File: src/rtl/bcd_xs3_seq_ctrl.sv
// Steps one shared BCD-to-excess-3 converter across a packed DIGITS-wide BCD word, LSD first.
// Optional range checking of input digits is enabled by defining BCD_XS3_ERR_CHECK_EN.
module bcd_xs3_seq_ctrl #(
   parameter int DIGITS = 4
) (
   input  logic                  clock,
   input  logic                  reset,
   input  logic                  in_valid,
   output logic                  in_ready,
   input  logic [4*DIGITS-1:0]   in_bcd,
   output logic [3:0]            conv_a,
   input  logic [3:0]            conv_x,
   output logic                  out_valid,
   input  logic                  out_ready,
   output logic [4*DIGITS-1:0]   out_xs3,
   output logic                  out_err
);

   localparam int IDX_W = (DIGITS > 1) ? $clog2(DIGITS) : 1;
   localparam logic [IDX_W-1:0] LAST_IDX = IDX_W'(DIGITS - 1);

   typedef enum logic [1:0] {
      IDLE = 2'd0,
      CONV = 2'd1,
      DONE = 2'd2
   } state_t;

   state_t              state;
   state_t              state_nxt;
   logic [IDX_W-1:0]    idx;
   logic [4*DIGITS-1:0] cap_bcd;
   logic [4*DIGITS-1:0] xs3_r;
   logic [3:0]          store_val;
   logic                accept;
   logic                last_dig;

   assign accept   = (state == IDLE) && in_valid;
   assign last_dig = (idx == LAST_IDX);

`ifdef BCD_XS3_ERR_CHECK_EN
   function automatic logic digit_bad(input logic [3:0] d);
      return d > 4'd9;
   endfunction

   // Out-of-range digits are stored as zero so the sink never sees a bogus code.
   assign store_val = digit_bad(conv_a) ? 4'b0000 : conv_x;

   logic err_r;

   always_ff @(posedge clock) begin
      if (reset) begin
         err_r <= 1'b0;
      end else if (accept) begin
         err_r <= 1'b0;
      end else if ((state == CONV) && digit_bad(conv_a)) begin
         err_r <= 1'b1;
      end
   end

   assign out_err = err_r;
`else
   assign store_val = conv_x;
   assign out_err   = 1'b0;
`endif

   always_ff @(posedge clock) begin
      if (reset) begin
         state <= IDLE;
      end else begin
         state <= state_nxt;
      end
   end

   always_comb begin
      state_nxt = state;
      unique case (state)
         IDLE:    if (in_valid)  state_nxt = CONV;
         CONV:    if (last_dig)  state_nxt = DONE;
         DONE:    if (out_ready) state_nxt = IDLE;
         default:                state_nxt = IDLE;
      endcase
   end

   always_comb begin
      in_ready  = (state == IDLE);
      out_valid = (state == DONE);
      conv_a    = 4'd0;
      if (state == CONV) begin
         for (int i = 0; i < DIGITS; i++) begin
            if (idx == IDX_W'(i)) conv_a = cap_bcd[4*i +: 4];
         end
      end
   end

   // Capture on accept, then fill one result digit per CONV cycle.
   always_ff @(posedge clock) begin
      if (reset) begin
         idx     <= '0;
         cap_bcd <= '0;
         xs3_r   <= '0;
      end else if (accept) begin
         idx     <= '0;
         cap_bcd <= in_bcd;
         xs3_r   <= '0;
      end else if (state == CONV) begin
         for (int i = 0; i < DIGITS; i++) begin
            if (idx == IDX_W'(i)) xs3_r[4*i +: 4] <= store_val;
         end
         idx <= last_dig ? '0 : idx + 1'b1;
      end
   end

   assign out_xs3 = xs3_r;

endmodule

File: config.mk
export PLATFORM = sky130hd
export DESIGN_NAME = bcd_xs3_seq_ctrl
export DESIGN_NICKNAME = d
export VERILOG_FILES = /design/src/rtl/bcd_xs3_seq_ctrl.sv
export SDC_FILE = /design/constraint.sdc
export NUM_CORES = 1
export LEC_CHECK = 0
export BUFFER_PORTS_ARGS = -buffer_cell sky130_fd_sc_hd__buf_2
export CAP_MARGIN = 10
export CORE_ASPECT_RATIO = 0.9
export CORE_MARGIN = 4
export CORE_UTILIZATION = 45
export CTS_BUF_LIST = sky130_fd_sc_hd__clkbuf_16
export CTS_CLUSTER_DIAMETER = 60
export DETAILED_ROUTE_END_ITERATION = 16
export PLACE_DENSITY_LB_ADDON = 0.3
export SYNTH_ARGS = -nofsm -noshare
export SYNTH_HDL_FRONTEND = slang
export SYNTH_SLANG_ARGS = --single-unit
File: constraint.sdc
create_clock -name clock -period 1.3 [get_ports clock]
set_input_delay 0.065 -clock clock [delete_from_list [all_inputs] [get_ports clock]]
set_output_delay 0.065 -clock clock [all_outputs]
set_load 0.02 [all_outputs]
==> summary.txt <==
Min path
  – Hold Path Class: in -> reg

Clocking
  – Clock Latency Late Sink: 0.28 ns
  – Longest Clk Path Bufs: 2
  – H-tree levels: 2
  – CTS tree: yes
  – Root Driver: clkbuf_16
  – TritonCTS buffer count: 5
  – Clock slew at reported path FFs: 0.05 ns
  – Clock sinks: 36

Cells and area
  – Most frequent cells in the layout: buf_2, dfxtp_1, nand3_1
  – Commonest non-fill, non-tap cell in the layout: buf_2
  – Nets: 257
  – Area growth syn-to-layout: 48.0%
  – Ant diodes: 0
  – Final Cell Area: 2350 sq um
  – Layout cells sized above 1: 0.457

Floorplanning
  – Chip width: 70.7 microns
  – Die ar.: 4550 sq um
  – Std-Cell Rows: 20
  – Die Ht: 64.4 microns
  – Core Area: 3380 sq um
  – Initial Util: 0.471
  – Ports: 47

Timing
  – Fin crit share: 1.30
  – Post-layout min period: 1.68 ns
  – Setup TNS: -1.58 ns
  – Final worst slack: -0.384 ns
  – Unrepaired setup endpoints after global routing: yes
  – Final hold violation count: 0
  – Max Slew Vio Count: 0
  – Hold slack final: 0.0242 ns
  – Setup skew after layout: 0.00549 ns
  – FMAX: 594 MHz
  – # setup viols final: 8

Synth
  – Synth Area in Compound Gates: 0.131
  – Post-Syn Instances: 174
  – Cell Area, Synth: 1590 sq um
  – Syn avg cell area: 9.15 sq um
  – Post-synth net total: 202
  – YS warnings: 0
  – XOR/XNOR Fraction of Synth Area: 0
  – Main combinational cell family by area after synthesis: simple AND/OR/NAND/NOR gates
  – Fraction of the yosys area taken by sequential cells: 0.453
  – Yosys cell types: 21
  – Post-Synth Adder-Cell Area: 0.0314
  – Multiplexer share of the synthesized area: 0.101
  – Synth Area in Simple Gates: 0.219
  – Synthesized flop and latch total: 36

Pwr
  – Peak VDD IR: 0.852 mV
  – Pwr Density: 1240 nW/um^2
  – Pleak: 0.981 nW
  – Pwr Total: 2.92 mW

Drt
  – Drt wl/cell: 14.9 microns
  – DRT met1 WL: 1.64 mm
  – Vias per cell: 5.29
  – Post-route DRC: 0
  – DR WL met2: 2.14 mm
  – Uppermost routed layer: met4
  – Final ANT Viol Nets: 0
  – Final wirelength: 4.08 mm
  – Total vias in the final route: 1450
  – DRT iter0 DRCs: 81
  – Met3 WL: 232 microns
  – Drt pass-1 iters: 4

Status
  – Failing checks: setup timing
  – Status: finished with violations

Setup path
  – Setup crit end kind: output pin
  – Worst Path Class, Setup: reg -> out
  – Worst Path Buf+Inv: 2
  – Reg2reg setup slack: -0.04 ns
  – CP Launch Type: flip-flop
  – Critical Path Fanout Max: 4
  – Critical-path cell list: inv_4 -> ha_2 -> nor2b_4 -> a221oi_2 -> o41ai_4 -> buf_4
  – Critical Path Slowest Stage Cell: dfxtp_4
  – Top delay family on crit path: flip-flops
  – Arrival time at the worst endpoint: 1.62 ns
  – Crit path required time: 1.24 ns
  – Critical Path Max Stage Delay: 0.37 ns

Global route
  – Pin count of the biggest net entering global routing: 19
  – Vias in the first global route: 1419
  – Grt ovf: 0
  – Overall global routing resource usage: 0.186
  – Initial antenna violation count: 0
  – First-pass GRT wire length: 6.56 mm

Placement
  – Port bufs: 45
  – Cell Area, Placed: 2070 sq um
  – GP Congestion: 0.736
  – Half-perimeter wire length after placement: 2.73 mm

Flow run
  – Max-capacitance violation count: 0
-- repair_timing --
item | CTS | global route
cloned | 0 | 2
pin swaps | 0 | 10
buffers inserted | 0 | 1
resized for setup | 7 | 10
endpoints found under the setup margin | 8 | 28
hold buffers | 0 | 0
-- worst paths after layout --
check / from / end / depth (start not counted)
max: idx[0] / conv_a[0] / 6
min reg2reg: out_xs3[15] / out_xs3[15] / 2
max reg2reg: idx[0] / out_xs3[13] / 4
min: in_bcd[6] / cap_bcd[6] / 3
-- layout make-up --
class                   instances  area [sq um]
fillers                       276          1020
multi-input cells             122           945
flip-flops and latches         36           731
repair buffers                 61           444
clock buffers                   5           125
well taps                      44          55.1
clock inverters                 3          38.8
inverters                       3          16.3
-- registers in the layout, indices dropped and copies added, names as in the netlist --
| name | cells |
|---|---|
| state | 2 |
| out_xs3 | 16 |
| cap_bcd | 16 |
| idx | 2 |
-- per-stage QoR --
step / utilization / setup slack, ns / std cells
5_1_grt: 0.697 / -0.481 / 274
3_5_place_dp: 0.613 / -0.156 / 263
2_1_floorplan: - / -0.0558 / 174
4_1_cts: 0.670 / -0.382 / 271
6_report: 0.697 / -0.384 / 274
3_3_place_gp: 0.613 / -0.138 / 263
-- report_power, final --
group	switching (mW)	internal, mW	leakage (nW)	total [mW]
combinational	0.212	0.208	0.600	0.420
clock	0.422	0.892	0.0850	1.31
sequential	0.0375	1.15	0.296	1.18
-- cells by family (layout without fill, tap and decap cells) --
logic type	Yosys count	count (layout)
flip-flops	36	36
other	1	1
AND/OR/NAND/NOR	73	73
AO/OA/AOI/OAI	28	28
adder cells (fa/ha/maj)	4	4
multiplexers	16	16
buffers and inverters	16	72
-- cells in the mapped netlist, drive strengths merged --
| library cell | n | share of area |
|---|---|---|
| o41ai | 4 | 0.022 |
| conb | 1 | 0.0024 |
| clkbuf | 5 | 0.012 |
| inv | 3 | 0.0071 |
| buf | 8 | 0.044 |
| mux2i | 16 | 0.10 |
| nor3b | 1 | 0.0079 |
| ha | 4 | 0.031 |
| or2 | 1 | 0.0039 |
| nand2b | 2 | 0.0079 |
| a221oi | 4 | 0.022 |
| nand3b | 4 | 0.019 |
| nor2 | 18 | 0.042 |
| dfxtp | 36 | 0.45 |
| nor2b | 7 | 0.028 |
| nand2 | 19 | 0.045 |
| a21oi | 20 | 0.086 |
| nand3 | 21 | 0.066 |
-- worst register-to-register path: stages, from the launching register on --
cell,delay [ns]
dfxtp_4,0.38
ha_2,0.41
nand3b_1,0.24
nand2_1,0.14
a21oi_2,0.06
-- metal layers --
layer	track usage	up-vias
li1	-	711
met3	0.0481	7
met2	0.316	41
met1	0.216	691
met4	0.0915	0
met5	0	-
Power figures use the tool's default switching activity.
